## config.mk

```make
export PLATFORM = sky130hd
export DESIGN_NAME = serial_read_arbiter
export DESIGN_NICKNAME = d
export VERILOG_FILES = /design/src/rtl/serial_pkg.sv /design/src/rtl/rr_priority_pick.sv /design/src/rtl/serial_read_arbiter.sv
export SDC_FILE = /design/constraint.sdc
export NUM_CORES = 1
export LEC_CHECK = 0
export CAP_MARGIN = 30
export CORE_MARGIN = 10
export CORE_UTILIZATION = 53
export CTS_CLUSTER_DIAMETER = 60
export CTS_CLUSTER_SIZE = 24
export DETAILED_ROUTE_END_ITERATION = 6
export GPL_TIMING_DRIVEN = 0
export MAX_ROUTING_LAYER = met4
export PLACE_DENSITY_LB_ADDON = 0.15
export SKIP_LAST_GASP = 1
export SLEW_MARGIN = 30
export SYNTH_ARGS = -nofsm -noshare
export SYNTH_HDL_FRONTEND = slang
export SYNTH_SLANG_ARGS = --single-unit
```

## constraint.sdc

```tcl
create_clock -name sys_clk -period 2.8 [get_ports sys_clk]
set_input_delay 0.56 -clock sys_clk [delete_from_list [all_inputs] [get_ports sys_clk]]
set_output_delay 0.56 -clock sys_clk [all_outputs]
set_load 0.005 [all_outputs]
```

## src/rtl/serial_pkg.sv

```systemverilog
// Shared definitions for the serial read path.
//   arb_state_t : arbiter state encoding (IDLE, START, ARM, WAIT, RESP, RECOVER)
//   ctr_width   : bit-count width for a buffer of a given size; matches the
//                 read_count port of SerialReadBuffer
//   tmo_width   : width of a counter that must be able to hold timeout_cycles
package serial_pkg;

    typedef enum logic [2:0] {
        IDLE,
        START,
        ARM,
        WAIT,
        RESP,
        RECOVER
    } arb_state_t;

    function automatic int ctr_width(input int buf_size);
        return $clog2(buf_size + 1);
    endfunction

    // A disabled watchdog (0) still gets a 1-bit counter so no port or
    // signal ends up zero-width.
    function automatic int tmo_width(input int timeout_cycles);
        return (timeout_cycles < 1) ? 1 : $clog2(timeout_cycles + 1);
    endfunction

endpackage

```

## src/rtl/rr_priority_pick.sv

```systemverilog
// Combinational round-robin selector.
//   req        : request vector
//   last       : index of the most recently served requester
//   winner     : one-hot winner (all zero when nothing is requested)
//   winner_idx : index of the winner
//   found      : at least one request is set
// The scan starts at last+1 and wraps, so last itself has lowest priority.
module rr_priority_pick #(
    parameter int N  = 2,
    parameter int IW = (N > 1) ? $clog2(N) : 1
) (
    input  logic [N-1:0]  req,
    input  logic [IW-1:0] last,
    output logic [N-1:0]  winner,
    output logic [IW-1:0] winner_idx,
    output logic          found
);

    function automatic logic [IW-1:0] wrap_idx(input logic [IW-1:0] base, input int off);
        int sum;
        sum = int'(base) + off;
        if (sum >= N) begin
            sum = sum - N;
        end
        return IW'(sum);
    endfunction

    always_comb begin
        winner     = '0;
        winner_idx = '0;
        found      = 1'b0;
        for (int off = 1; off <= N; off++) begin
            if (!found && req[wrap_idx(last, off)]) begin
                found      = 1'b1;
                winner_idx = wrap_idx(last, off);
            end
        end
        if (found) begin
            winner[winner_idx] = 1'b1;
        end
    end

endmodule

```

## src/rtl/serial_read_arbiter.sv

```systemverilog
// Shares one SerialReadBuffer between NUM_REQ requesters.
//   sys_clk, rst     : clock, asynchronous active-high reset
//   req, req_count   : per-requester request level and packed bit counts
//   grant            : one-hot, held from grant through the response cycle
//   rsp_valid        : one-cycle pulse with rsp_data valid
//   rsp_error        : one-cycle pulse when the watchdog aborts a transfer
//   rsp_data         : last captured word, held until the next good response
//   busy             : arbiter is not idle
//   buf_start, buf_read_count, buf_rst : drive the buffer
//   buf_done, buf_data                 : buffer status and captured word
module serial_read_arbiter
    import serial_pkg::*;
#(
    parameter int BUF_SIZE       = 8,
    parameter int NUM_REQ        = 2,
    parameter int TIMEOUT_CYCLES = 1024,
    parameter int CTR_SIZE       = ctr_width(BUF_SIZE)
) (
    input  logic                         sys_clk,
    input  logic                         rst,
    input  logic [NUM_REQ-1:0]           req,
    input  logic [NUM_REQ*CTR_SIZE-1:0]  req_count,
    output logic [NUM_REQ-1:0]           grant,
    output logic [NUM_REQ-1:0]           rsp_valid,
    output logic [NUM_REQ-1:0]           rsp_error,
    output logic [BUF_SIZE-1:0]          rsp_data,
    output logic                         busy,
    output logic                         buf_start,
    output logic [CTR_SIZE-1:0]          buf_read_count,
    output logic                         buf_rst,
    input  logic                         buf_done,
    input  logic [BUF_SIZE-1:0]          buf_data
);

    localparam int IDX_W = $clog2(NUM_REQ);
    localparam int TMO_W = tmo_width(TIMEOUT_CYCLES);
    localparam logic [TMO_W-1:0] TMO_LIMIT = TMO_W'(TIMEOUT_CYCLES);
    localparam logic [IDX_W-1:0] LAST_INIT = IDX_W'(NUM_REQ - 1);

    arb_state_t            state_reg, state_next;
    logic [NUM_REQ-1:0]    grant_reg, grant_next;
    logic [IDX_W-1:0]      last_reg, last_next;
    logic                  buf_start_reg, buf_start_next;
    logic                  buf_rst_reg, buf_rst_next;
    logic [CTR_SIZE-1:0]   count_reg, count_next;
    logic [NUM_REQ-1:0]    rsp_valid_reg, rsp_valid_next;
    logic [NUM_REQ-1:0]    rsp_error_reg, rsp_error_next;
    logic [BUF_SIZE-1:0]   rsp_data_reg, rsp_data_next;
    logic [TMO_W-1:0]      tmo_reg, tmo_next;
    logic [TMO_W-1:0]      tmo_inc;

    logic [NUM_REQ-1:0]    pick_onehot;
    logic [IDX_W-1:0]      pick_idx;
    logic                  pick_found;
    logic [CTR_SIZE-1:0]   count_arr [NUM_REQ];

    genvar gi;
    generate
        for (gi = 0; gi < NUM_REQ; gi++) begin : g_count_unpack
            assign count_arr[gi] = req_count[gi*CTR_SIZE +: CTR_SIZE];
        end
    endgenerate

    rr_priority_pick #(
        .N  (NUM_REQ),
        .IW (IDX_W)
    ) u_pick (
        .req        (req),
        .last       (last_reg),
        .winner     (pick_onehot),
        .winner_idx (pick_idx),
        .found      (pick_found)
    );

    assign tmo_inc = tmo_reg + TMO_W'(1);

    always_ff @(posedge sys_clk or posedge rst) begin
        if (rst) begin
            state_reg     <= IDLE;
            grant_reg     <= '0;
            last_reg      <= LAST_INIT;
            buf_start_reg <= 1'b0;
            buf_rst_reg   <= 1'b0;
            count_reg     <= '0;
            rsp_valid_reg <= '0;
            rsp_error_reg <= '0;
            rsp_data_reg  <= '0;
            tmo_reg       <= '0;
        end else begin
            state_reg     <= state_next;
            grant_reg     <= grant_next;
            last_reg      <= last_next;
            buf_start_reg <= buf_start_next;
            buf_rst_reg   <= buf_rst_next;
            count_reg     <= count_next;
            rsp_valid_reg <= rsp_valid_next;
            rsp_error_reg <= rsp_error_next;
            rsp_data_reg  <= rsp_data_next;
            tmo_reg       <= tmo_next;
        end
    end

    // Pulses (start, abort, valid, error) default low so each is one cycle.
    always_comb begin
        state_next     = state_reg;
        grant_next     = grant_reg;
        last_next      = last_reg;
        buf_start_next = 1'b0;
        buf_rst_next   = 1'b0;
        count_next     = count_reg;
        rsp_valid_next = '0;
        rsp_error_next = '0;
        rsp_data_next  = rsp_data_reg;
        tmo_next       = tmo_reg;

        case (state_reg)
            IDLE: begin
                // A buffer still coming out of reset shows done low; wait for it.
                if (buf_done && pick_found) begin
                    grant_next     = pick_onehot;
                    count_next     = count_arr[pick_idx];
                    buf_start_next = 1'b1;
                    last_next      = pick_idx;
                    state_next     = START;
                end
            end
            START: begin
                state_next = ARM;
            end
            ARM: begin
                // done still reflects the previous transfer here.
                state_next = WAIT;
            end
            WAIT: begin
                if (TIMEOUT_CYCLES != 0) begin
                    tmo_next = tmo_inc;
                end
                if (buf_done) begin
                    rsp_data_next  = buf_data;
                    rsp_valid_next = grant_reg;
                    state_next     = RESP;
                end else if ((TIMEOUT_CYCLES != 0) && (tmo_inc == TMO_LIMIT)) begin
                    rsp_error_next = grant_reg;
                    buf_rst_next   = 1'b1;
                    state_next     = RECOVER;
                end
            end
            RESP: begin
                grant_next = '0;
                tmo_next   = '0;
                state_next = IDLE;
            end
            RECOVER: begin
                tmo_next = '0;
                if (buf_done) begin
                    grant_next = '0;
                    state_next = IDLE;
                end
            end
            default: begin
                state_next = IDLE;
            end
        endcase
    end

    assign grant          = grant_reg;
    assign rsp_valid      = rsp_valid_reg;
    assign rsp_error      = rsp_error_reg;
    assign rsp_data       = rsp_data_reg;
    assign busy           = (state_reg != IDLE);
    assign buf_start      = buf_start_reg;
    assign buf_read_count = count_reg;
    assign buf_rst        = buf_rst_reg;

endmodule

```

---- After elaboration in Yosys (flattened, before gate mapping) ----
Index checks and enable logic that the tools add are counted.
word-level totals
  register bits ........................... 35
  memories kept ........................... 0
  memory bits (writable) .................. 0
  bits in read-only memories .............. 0
  bits of input ports ..................... 21
  output and inout port bits .............. 21
  latch bits .............................. 0
cells by class
  add/sub/neg operators ................... 5
  bitwise logic cells ..................... 1
  magnitude comparators ................... 7
  multiply operators ...................... 0
  reductions and logical operators ........ 13
  divide/modulo/power cells ............... 0
  shift operators ......................... 0
  multiplexer cells ....................... 35
  eq/ne operators ......................... 9
operators with widths
  kind                   count
  $pmux 11 s2            1
  $mux 1                 16
  $mux 2                 8
  $pmux 3 s5             1
  $mux 3                 4
  $mux 4                 3
  $add 11x1->11 const B  1
  $eq 11x11->1 const B   1
  $eq 3x2->1 const B     2
  $eq 3x3->1 const B     2
  $lt 1x2->1 const B     3
  $pmux 2 s3             1
  $reduce_and 3->1       2
  $reduce_bool 3->1      2
  $ge 2x2->1 const B     2
  $ne 2x2->1 const B     2
  $reduce_and 2->1       2
  $add 1x2->3 const B    1
  $eq 3x1->1 const B     1
  $ge 3x2->1 const B     1
  $logic_and 1x1->1      3
  $logic_not 3->1        1
  $ne 3x3->1 const B     1
  $add 1x1->2 const B    1
  7 further kinds        8

---- Logic depth before layout (Yosys ltp) ----
  depth in word-level cells ............... 16
  depth in mapped cells ................... 7
  gate-level depth less buffers ........... 6

---- By module ----
From an unflattened synthesis, not the netlist that was laid out.
unflattened totals
  cell total of the unflattened synthesis .. 183
  area total of the unflattened synthesis .. 1771.7 um^2
modules (own cells, without submodules)
  module               instances  cells an instance  area an instance (um^2)
  serial_read_arbiter  1          178                1739.2
  rr_priority_pick     1          5                  32.5

---- Least setup slack after synthesis ----
OpenSTA, ideal clock, no wires.
  kind .................................... flip-flop to flip-flop
  start ................................... register tmo_reg[0]
  end ..................................... register state_reg[1]
  path buffers ............................ 0
  clock period less this slack ............ 1.742 ns
  arrival time ............................ 1.621 ns
  slack ................................... 1.058 ns
  stages on the path, launching flop included .. 7
  setup time .............................. 0.121 ns
  path through ............................ dfrtp_1 ha_1 and2_2 nand4_1 mux2i_1 nand4_4 a22o_1
on the way
  word-level cells in the longest chain between the ends .. 4
ends and longest elaborated chain
  what                               RTL line                    source
  start: declaration                 serial_read_arbiter.sv:49   logic [TMO_W-1:0] tmo_reg, tmo_next;
  start signal: assignment           serial_read_arbiter.sv:99   tmo_reg <= tmo_next;
  $add 11x1->11                      serial_read_arbiter.sv:75   assign tmo_inc = tmo_reg + TMO_W'(1);
  $eq 11x11->1                       serial_read_arbiter.sv:142  end else if ((TIMEOUT_CYCLES != 0) && (tmo_inc == TMO_LIMIT)) begin
  $ne 3x3->1 (no source line)        -
  $reduce_and 3->1 (no source line)  -
  end signal: assignment             serial_read_arbiter.sv:90   state_reg <= state_next;
  end: declaration                   serial_read_arbiter.sv:40   arb_state_t state_reg, state_next;
No other way between the ends.
A chain may end at the register's enable or synchronous reset.

---- Worst setup path after layout ----
  start ................................... register state_reg[2]
  end ..................................... output port busy
on the way
  word-level cells in the longest chain between the ends .. 1
ends and longest elaborated chain
  what               RTL line                    source
  $reduce_bool 3->1  serial_read_arbiter.sv:170  assign busy = (state_reg != IDLE);
  end: declaration   serial_read_arbiter.sv:27   output logic busy,
No other way between the ends.

==> flow_summary.yaml <==
yosys:
  synth_cells: 174
  ys_seq_area_frac: 0.504
  yosysTopAreaCell: "dfrtp_1"
  yosysWarnings: 0
  syn_area_per_cell_um2: 10.0
  yosysUniqueCellTypes: 41
  synth_fp_nets: 197
  synth_seq_cells: 35
  synthTopCellsByArea: "dfrtp_1 (49%), o21ai_0 (6.0%), mux2_2 (5.2%), nor2_1 (4.3%), mux2i_1 (3.4%)"
  synth_area_mm2: 0.00174
  synth_top_area_share: 0.489
routing:
  routed_via_density: 5.46
  drt_iter0_drc: 83
  wire_per_inst_um: 15.5
  drc: 0
  drt-total-wl_mm: 4.13
  first_pass_iters: 4
  antenna_left: 0
  vias: 1453
cts:
  ctsResizeCount: 0
  clk_latency_ns: 0.34
  htreeDepth: 2
  cts_sinks: 35
  tritoncts: "done"
  cts_made_buffers: 5
  ctsHoldBuffers: 0
  clk_pin_slew_ns: 0.10
  cts_root_buf: "clkbuf_4"
  clockBufferDepth: 2
  postCtsSetupRepairBufs: 0
critical_path:
  crit_slowest_cell: "clkdlybuf4s50_1"
  cp_max_fo: 10
  slowest_delay_ns: 0.55
  rr_startpoint: "tmo_reg[0]"
  rrSetupSlack_ns: 0.87
  endpoint: "busy"
  cp-start-kind: "register"
  cpMostUsedCell: "clkbuf_1"
  reg2reg_depth: 6
  crit_path_start: "state_reg[2]"
  r2r-end: "state_reg[1]"
  arrival_ns: 1.93
  critPathKind: "register to output port"
  cp.required_ns: 2.24
  worstSetupEndpointType: "output port"
  crit_chain: "clkbuf_1, or3_1, clkbuf_1, clkdlybuf4s50_1"
sta:
  skew_ns: 0.00559
  rsz0062_at_grt: "false"
  slew_headroom: 0.540
  setup_slack_ns: 0.314
  fin_crit_sh: 0.888
  setup_tns_ns: 0
  hold_violations: 0
  setup_violations: 0
  worst_pin_slew_ns: 0.689
  layout_min_cycle_time_ns: 2.49
  fmax_mhz: 402
  drv_slew: 0
floorplanning:
  num_rows: 20
  io_pins: 42
  die_h_um: 77.3
  die_width_um: 77.3
  die_area_mm2: 0.00598
  core_region_area_mm2: 0.00310
  start_util: 0.561
run_status:
  status: "complete, no violations"
finish:
  n_antenna_cell: 0
  nNetsFinal: 244
  nFillCells: 259
  drive_gt1_frac: 0.135
  multiInputGateArea_um2: 806
  largest_reg_flops: 11
  final_util: 0.724
  area_growth_pct: 29.0
  seq_area_um2: 877
global_route:
  grt_usage: 0.149
  antenna_found_initial: 0
  grt_max_degree: 36
  grt_pass1_wl_mm: 7.10
  grt.overflow.total: 0
  grt_pass1_vias: 1499
power:
  cellLeakagePower_uw: 0.000939
  powerDensity_mw_per_mm2: 833
  vdd_ir_drop_max_v: 0.000516
placement:
  pre_cts_ws_ns: 0.688
  port_buffers: 40
  gp_congestion: 0.823
  dpl.hpwl_mm: 3.16
run:
  max_cap_viol_count: 0
min_path:
  hold_class: "register to register"
## layout make-up
| type | count | share of cell area |
|---|---|---|
| Buffer | 10 | 0.0195 |
| Clock buffer | 7 | 0.0200 |
| Clock inverter | 1 | 0.00223 |
| Inverter | 4 | 0.00668 |
| Multi-Input combinational cell | 125 | 0.359 |
| Sequential cell | 35 | 0.390 |
| Tap cell | 44 | 0.0245 |
| Timing Repair Buffer | 40 | 0.178 |
## critical path: cells and delay by family (launching register included)
kind	cells	cell delay [ns]
buffers and inverters	3	1.08
flip-flops	1	0.33
AND/OR/NAND/NOR	1	0.17
## metrics by stage
stage,std cells,total power [uW],hold slack [ns],instance area (um^2)
detailed placement,258,1620,0.477,2200
floorplan,174,1230,0.458,1740
CTS,266,1890,0.495,2250
global route,266,2020,0.539,2250
global placement,258,1570,0.472,2200
finish,266,1870,0.497,2250
## placed cells by master (no fill, tap or decap), drive strengths merged, types with 2 or more instances in the layout
cell type      Yosys  final
o31ai              3      3
ha                 2      2
inv                4      4
nor4               3      3
buf                5      5
a21oi             10     10
clkdlybuf4s50      0     40
nand4              3      3
nand3              2      2
mux2i              6      6
o21ai             21     21
a31oi              2      2
nor2b              2      2
nor3               2      2
a22o               2      2
xnor2              2      2
clkbuf             5     12
and3               3      3
and2               2      2
nand2b             4      4
mux2               8      8
nor2              22     22
nand2             15     15
dfrtp             34     34
## logic make-up (layout without fill, tap and decap cells)
group                      Yosys count  in the layout  synth area share
xor gates and xnor gates             3              3            0.0151
AOI/OAI and AO/OA                   44             44             0.152
DFF                                 35             35             0.504
adders and majority gates            2              2            0.0144
muxes                               14             14            0.0862
buffers and inverters               14             62            0.0338
and+or+nand+nor                     62             62             0.195
## power by group
group	internal (uW)	total (uW)	switching [uW]
Combinational	433	851	418
Sequential	661	756	95.0
Clock	97.8	264	166
Total	1190	1870	679
## synth_stat cells, drive strengths merged
cell,n
dfrtp,34
nor2,22
o21ai,21
nand2,15
a21oi,10
mux2,8
mux2i,6
buf,5
clkbuf,5
inv,4
nand2b,4
and3,3
nand4,3
nor4,3
o31ai,3
a22o,2
a31oi,2
and2,2
ha,2
nand3,2
nor2b,2
nor3,2
xnor2,2
a21boi,1
a32oi,1
and4,1
dfstp,1
o22ai,1
o2bb2ai,1
o311ai,1
o32ai,1
or2,1
or3,1
or4b,1
xor2,1
## metal layers
metal / wire [um] / GRT usage / vias to the layer above
li1: - / - / 713
met1: 1730 / 0.167 / 688
met2: 2030 / 0.237 / 48
met3: 335 / 0.0641 / 4
met4: 36 / 0.0383 / 0
met5: 0 / - / -
## how the worst min path moves through the flow
stage / from / endpoint / slack (ns) / depth (start not counted)
3_5_place_dp: last_reg / last_reg / 0.48 / 2
3_3_place_gp: last_reg / last_reg / 0.47 / 2
5_1_grt: rsp_data[5] / rsp_data[5] / 0.54 / 1
2_1_floorplan: last_reg / last_reg / 0.46 / 2
6_report: last_reg / last_reg / 0.50 / 2
4_1_cts: last_reg / last_reg / 0.50 / 2
(Power assumes the default switching activity.)
